### src/rtl/seq_divider_pkg.sv
// Shared types and helpers for the iterative restoring divider.
package seq_divider_pkg;

    typedef enum logic [1:0] {
        IDLE     = 2'd0,
        BUSY     = 2'd1,
        SIGN_FIX = 2'd2,
        DONE     = 2'd3
    } state_t;

    // Quotient pattern reported for a zero divisor; sliced to the quotient width.
    localparam logic [63:0] ZERO_DIV_Q = '1;

    // Width of the iteration counter that counts down from iters-1.
    function automatic int unsigned cnt_width(input int unsigned iters);
        return (iters <= 1) ? 1 : $clog2(iters);
    endfunction

endpackage

### src/rtl/div_step_unit.sv
// One combinational restoring-division step: shift in a dividend bit, trial-subtract.
module div_step_unit #(
    parameter int unsigned M = 4
) (
    input  logic [M-1:0] rem_in,
    input  logic         bit_in,
    input  logic [M-1:0] divisor,
    output logic [M-1:0] rem_out,
    output logic         q_bit
);

    logic [M:0] trial;

    // rem_in < divisor, so a successful subtraction always fits back in M bits.
    always_comb begin
        trial   = {rem_in, bit_in};
        q_bit   = (trial >= {1'b0, divisor});
        rem_out = q_bit ? M'(trial - {1'b0, divisor}) : trial[M-1:0];
    end

endmodule

### src/rtl/seq_divider.sv
// Iterative radix-2 restoring divider retiring R quotient bits per cycle.
// Define SEQ_DIVIDER_SIGNED_EN for two's-complement operands (adds a SIGN_FIX cycle).
module seq_divider
    import seq_divider_pkg::*;
#(
    parameter int unsigned N = 8,
    parameter int unsigned M = 4,
    parameter int unsigned R = 1
) (
    input  logic         clk,
    input  logic         rstn,
    input  logic         in_valid,
    output logic         in_ready,
    input  logic [N-1:0] dividend,
    input  logic [M-1:0] divisor,
    output logic         out_valid,
    input  logic         out_ready,
    output logic [N-1:0] quotient,
    output logic [M-1:0] remainder,
    output logic         div_by_zero
);

    localparam int unsigned ITERS = N / R;
    localparam int unsigned CW    = cnt_width(ITERS);

    if ((N % R != 0) || (N < M) || (M < 2)) begin : g_param_check
        $error("seq_divider: R must divide N, N >= M and M >= 2");
    end

    state_t         state_q, state_nxt;
    logic [CW-1:0]  cnt_q, cnt_nxt;
    logic [M-1:0]   rem_q, rem_nxt;
    logic [M-1:0]   dsr_q, dsr_nxt;
    logic [N-1:0]   shreg_q, shreg_nxt;
    logic [N-1:0]   quotient_nxt;
    logic [M-1:0]   remainder_nxt;
    logic           dbz_nxt, in_ready_nxt, out_valid_nxt;
`ifdef SEQ_DIVIDER_SIGNED_EN
    logic           q_neg_q, q_neg_nxt, r_neg_q, r_neg_nxt;
`endif

    // shreg holds the unconsumed dividend bits on top and the quotient bits below.
    logic [M-1:0]   chain_rem [R+1];
    logic [R-1:0]   q_bits;
    logic [N-1:0]   shreg_step;

    assign chain_rem[0] = rem_q;

    for (genvar k = 0; k < R; k++) begin : g_step
        div_step_unit #(.M(M)) u_step (
            .rem_in  (chain_rem[k]),
            .bit_in  (shreg_q[N-1-k]),
            .divisor (dsr_q),
            .rem_out (chain_rem[k+1]),
            .q_bit   (q_bits[R-1-k])
        );
    end

    assign shreg_step = (shreg_q << R) | N'(q_bits);

    always_ff @(posedge clk or negedge rstn) begin
        if (!rstn) begin
            state_q     <= IDLE;
            cnt_q       <= '0;
            rem_q       <= '0;
            dsr_q       <= '0;
            shreg_q     <= '0;
            quotient    <= '0;
            remainder   <= '0;
            div_by_zero <= 1'b0;
            in_ready    <= 1'b1;
            out_valid   <= 1'b0;
`ifdef SEQ_DIVIDER_SIGNED_EN
            q_neg_q     <= 1'b0;
            r_neg_q     <= 1'b0;
`endif
        end else begin
            state_q     <= state_nxt;
            cnt_q       <= cnt_nxt;
            rem_q       <= rem_nxt;
            dsr_q       <= dsr_nxt;
            shreg_q     <= shreg_nxt;
            quotient    <= quotient_nxt;
            remainder   <= remainder_nxt;
            div_by_zero <= dbz_nxt;
            in_ready    <= in_ready_nxt;
            out_valid   <= out_valid_nxt;
`ifdef SEQ_DIVIDER_SIGNED_EN
            q_neg_q     <= q_neg_nxt;
            r_neg_q     <= r_neg_nxt;
`endif
        end
    end

    always_comb begin
        state_nxt     = state_q;
        cnt_nxt       = cnt_q;
        rem_nxt       = rem_q;
        dsr_nxt       = dsr_q;
        shreg_nxt     = shreg_q;
        quotient_nxt  = quotient;
        remainder_nxt = remainder;
        dbz_nxt       = div_by_zero;
`ifdef SEQ_DIVIDER_SIGNED_EN
        q_neg_nxt     = q_neg_q;
        r_neg_nxt     = r_neg_q;
`endif
        case (state_q)
            IDLE: begin
                if (in_valid) begin
                    cnt_nxt = CW'(ITERS - 1);
                    rem_nxt = '0;
`ifdef SEQ_DIVIDER_SIGNED_EN
                    shreg_nxt = dividend[N-1] ? (~dividend + N'(1)) : dividend;
                    dsr_nxt   = divisor[M-1] ? (~divisor + M'(1)) : divisor;
                    q_neg_nxt = dividend[N-1] ^ divisor[M-1];
                    r_neg_nxt = dividend[N-1];
`else
                    shreg_nxt = dividend;
                    dsr_nxt   = divisor;
`endif
                    if (divisor == '0) begin
                        state_nxt     = DONE;
                        quotient_nxt  = ZERO_DIV_Q[N-1:0];
                        remainder_nxt = dividend[M-1:0];
                        dbz_nxt       = 1'b1;
                    end else begin
                        state_nxt = BUSY;
                    end
                end
            end
            BUSY: begin
                rem_nxt   = chain_rem[R];
                shreg_nxt = shreg_step;
                cnt_nxt   = cnt_q - CW'(1);
                if (cnt_q == '0) begin
`ifdef SEQ_DIVIDER_SIGNED_EN
                    state_nxt = SIGN_FIX;
`else
                    state_nxt     = DONE;
                    quotient_nxt  = shreg_step;
                    remainder_nxt = chain_rem[R];
                    dbz_nxt       = 1'b0;
`endif
                end
            end
            SIGN_FIX: begin
`ifdef SEQ_DIVIDER_SIGNED_EN
                // MIN/-1 negates the magnitude MIN back to MIN, which is the wanted result.
                state_nxt     = DONE;
                quotient_nxt  = q_neg_q ? (~shreg_q + N'(1)) : shreg_q;
                remainder_nxt = r_neg_q ? (~rem_q + M'(1)) : rem_q;
                dbz_nxt       = 1'b0;
`else
                state_nxt = IDLE;
`endif
            end
            DONE: begin
                if (out_ready) state_nxt = IDLE;
            end
            default: state_nxt = IDLE;
        endcase
        in_ready_nxt  = (state_nxt == IDLE);
        out_valid_nxt = (state_nxt == DONE);
    end

endmodule
### config.mk
export PLATFORM = sky130hd
export DESIGN_NAME = seq_divider
export DESIGN_NICKNAME = d
export VERILOG_FILES = /design/src/rtl/seq_divider_pkg.sv /design/src/rtl/div_step_unit.sv /design/src/rtl/seq_divider.sv
export SDC_FILE = /design/constraint.sdc
export NUM_CORES = 1
export LEC_CHECK = 0
export CAP_MARGIN = 20
export CORE_UTILIZATION = 30
export DETAILED_ROUTE_END_ITERATION = 8
export DONT_BUFFER_PORTS = 1
export PLACE_DENSITY = 0.49
export SYNTH_ARGS = -nofsm -noshare
export SYNTH_HDL_FRONTEND = slang
export SYNTH_HIERARCHICAL = 1
export SYNTH_SLANG_ARGS = --single-unit
### constraint.sdc
create_clock -name clk -period 2.9 [get_ports clk]
set_input_delay 0 -clock clk [delete_from_list [all_inputs] [get_ports clk]]
set_output_delay 0 -clock clk [all_outputs]
set_load 0.02 [all_outputs]
==> flow_summary_export.csv <==
group,metric,value,unit
die,die_y,78.5,um
clocking,clk_latency,290,ps
critical_path,cp_top_family,"multiplexers",
layout,nNetsFinal,205,
timing,finalCriticalPeriod,2170,ps
critical_path,worst_setup_path_end_kind,"register",
die,start_util,0.315,
synth,synth.yosys.seq_area_share,0.514,
critical_path,reg2reg_from,"dsr_q[1]$_DFFE_PN0P_",
synth,yosysTopAreaCell,"dfrtp_1",
clocking,clock_sinks,36,
clocking,post_cts_resized,0,
critical_path,crit_type,"register to register",
timing,skew,9.19,ps
synth,netlist_instances,164,
die,io-pin-count,31,
clocking,cts_tree,"done",
critical_path,rr_worst_depth,8,
timing,slew_headroom,0.560,
route,dr.pass1.iters,4,
clocking,path_clk_slew,70,ps
synth,synthTopCellsByArea,"dfrtp_1 50%, mux2_2 7.1%, nor2_1 4.5%, a22oi_1 4.3%, ha_1 4.3%",
min_path,hold_path_class,"input port to asynchronous set/reset pin",
critical_path,rrSetupSlack,730,ps
layout,fill_cells,566,
synth,ys_warn_count,6,
critical_path,worst-path-buf-inv,1,
route,postRouteAntennaNets,0,
timing,grt_setup_unrepaired,"false",
pwr,leakage,0.930,nW
critical_path,critPathMostFrequentCell,"mux2_2",
die,core_area,0.00557,sq mm
critical_path,path_cells,"inv_1 -> ha_1 -> nand2b_1 -> a21oi_4 -> nor2_4 -> mux2_4 -> mux2_2 -> mux2_2",
route,vias,1249,
clocking,post_cts_buffers,0,
critical_path,reg2reg_to,"remainder[2]$_DFFE_PN0P_",
clocking,cts_made_buffers,5,
critical_path,startpoint_type,"register",
route,wl_per_cell,15.1,um
timing,layout_worst_path_cycle_share,0.748,
critical_path,worstPathArrival,2340,ps
global_route,grt_pass1_wl,6690,um
timing,whs,157,ps
status,status,"finished, final reports clean",
layout,drive_above_1_share,0.158,
critical_path,cp_max_fo,4,
timing,worst_pin_slew,658,ps
timing,drv_slew,0,
critical_path,cpPeakStageDelay,420,ps
route,viasPerCell,4.90,
global_route,grtUsageTotal,0.143,
placement,port_buffers,0,
layout,layout_common_cells,"35 x dfrtp_1, 21 x nor2_1, 16 x dlygate4sd3_1",
clocking,cts-root-buf,"clkbuf_8",
synth,synth_nets,187,
timing,tns,0,ps
global_route,grt_max_degree,37,
critical_path,worstPathRequired,3070,ps
placement,gp_congestion,0.887,
synth,synth_seq_cells,36,
synth,syn-cell-area,0.00176,sq mm
layout,final_common_cell,"dfrtp_1",
placement,place_hpwl,2730,um
global_route,antenna_found_initial,0,
die,dieArea,0.00616,sq mm
route,drt_iter0_markers,64,
job,drv_cap,0,
route,wl,3860,um
synth,syn_avg_cell_area,10.7,sq um
die,rows,27,
timing,max_freq,0.461,GHz
layout,antenna_cells,0,
synth,yosysUniqueCellTypes,35,
clocking,htreeDepth,2,
timing,hold_violations,0,
pwr,ir_worst_vdd,596,uV
pwr,power_density,1280,mW/mm^2
global_route,gr-total-overflow,0,
layout,area_growth,19.7,%
die,die_w,78.5,um
clocking,clock_path_buffers,2,
global_route,grt_pass1_vias,1378,
synth,netlist.area_leader.share,0.499,
timing,setup_viol,0,
route,drc,0,
critical_path,slowest_stage,"dfrtp_1",
## final cells by class
type | instances | area (sq um) | share of cell area
clock buffer | 6 | 72.6 | 0.0345
multi-input combinational | 109 | 766 | 0.364
inverter | 11 | 41.3 | 0.0196
timing repair buffer | 19 | 195 | 0.0929
clock inverter | 2 | 35.0 | 0.0167
tap | 72 | 90.1 | 0.0429
sequential | 36 | 902 | 0.429
## where the power goes
| group | internal, mW | switching (mW) |
|---|---|---|
| Clock | 0.255 | 0.177 |
| Sequential | 0.754 | 0.307 |
| Combinational | 0.609 | 0.587 |
| Total | 1.62 | 1.07 |
## repair_timing
action | 4_1_cts | 5_1_grt
endpoints found under the hold margin | 54 | 0
setup endpoints to repair | 0 | 0
hold buffers | 17 | 0
## cell usage after synthesis, drive strengths merged
library cell / instances
fa: 1
nand4: 1
xnor2: 1
dfstp: 1
nand2b: 1
inv: 11
o21bai: 1
a21o: 2
buf: 4
mux2: 13
a22oi: 10
nor3: 2
nor2b: 2
o21ai: 11
mux2i: 4
nand2: 12
nand3b: 1
nor3b: 1
a21oi: 11
dfrtp: 35
nor4: 1
and3b: 1
clkbuf: 4
nor2: 23
ha: 6
a22o: 4
## registers in the layout, summed over array words and instances (netlist names), 2 cells and up
name / count
state_q: 2
remainder: 4
rem_q: 4
shreg_q: 8
quotient: 8
cnt_q: 3
dsr_q: 4
## worst max path at each step
| stage | start | end | slack [ps] | cells past startpoint |
|---|---|---|---|---|
| after floorplan | rem_q[1]$_DFFE_PN0P_ | remainder[2]$_DFFE_PN0P_ | 910 | 7 |
| after global placement | dsr_q[1]$_DFFE_PN0P_ | remainder[2]$_DFFE_PN0P_ | 830 | 8 |
| after detailed placement | dsr_q[1]$_DFFE_PN0P_ | remainder[2]$_DFFE_PN0P_ | 750 | 8 |
| after CTS | dsr_q[1]$_DFFE_PN0P_ | remainder[2]$_DFFE_PN0P_ | 720 | 8 |
| after global routing | dsr_q[1]$_DFFE_PN0P_ | remainder[2]$_DFFE_PN0P_ | 630 | 8 |
| final | dsr_q[1]$_DFFE_PN0P_ | remainder[2]$_DFFE_PN0P_ | 730 | 8 |
## routing by layer
layer / vias to the layer above / wire, um / global-route usage
met1: 607 / 1740 / 0.176
met3: 8 / 289 / 0.0535
met4: 0 / 70 / 0.0593
li1: 600 / - / -
met2: 34 / 1770 / 0.225
met5: - / 0 / 0
## cells by family after synthesis
kind of cell,count (synthesis),share of synthesized area
buffers and inverters,19,0.0499
AOI/OAI and AO/OA,39,0.147
muxes,17,0.108
and+or+nand+nor,45,0.122
DFF,36,0.514
adders and majority gates,7,0.0542
xor gates and xnor gates,1,0.00499
## through the flow
stage | setup slack, ps | cell area, sq um | utilization | cells | power, mW
after global placement | 832 | 1810 | 0.325 | 230 | 2.18
after floorplan | 911 | 1760 | - | 164 | 2.01
final | 731 | 2100 | 0.377 | 255 | 2.69
after global routing | 633 | 2100 | 0.377 | 255 | 2.93
after detailed placement | 745 | 1810 | 0.325 | 230 | 2.24
after CTS | 724 | 2100 | 0.377 | 255 | 2.71
Note: power is estimated with default switching activity, not from simulation.
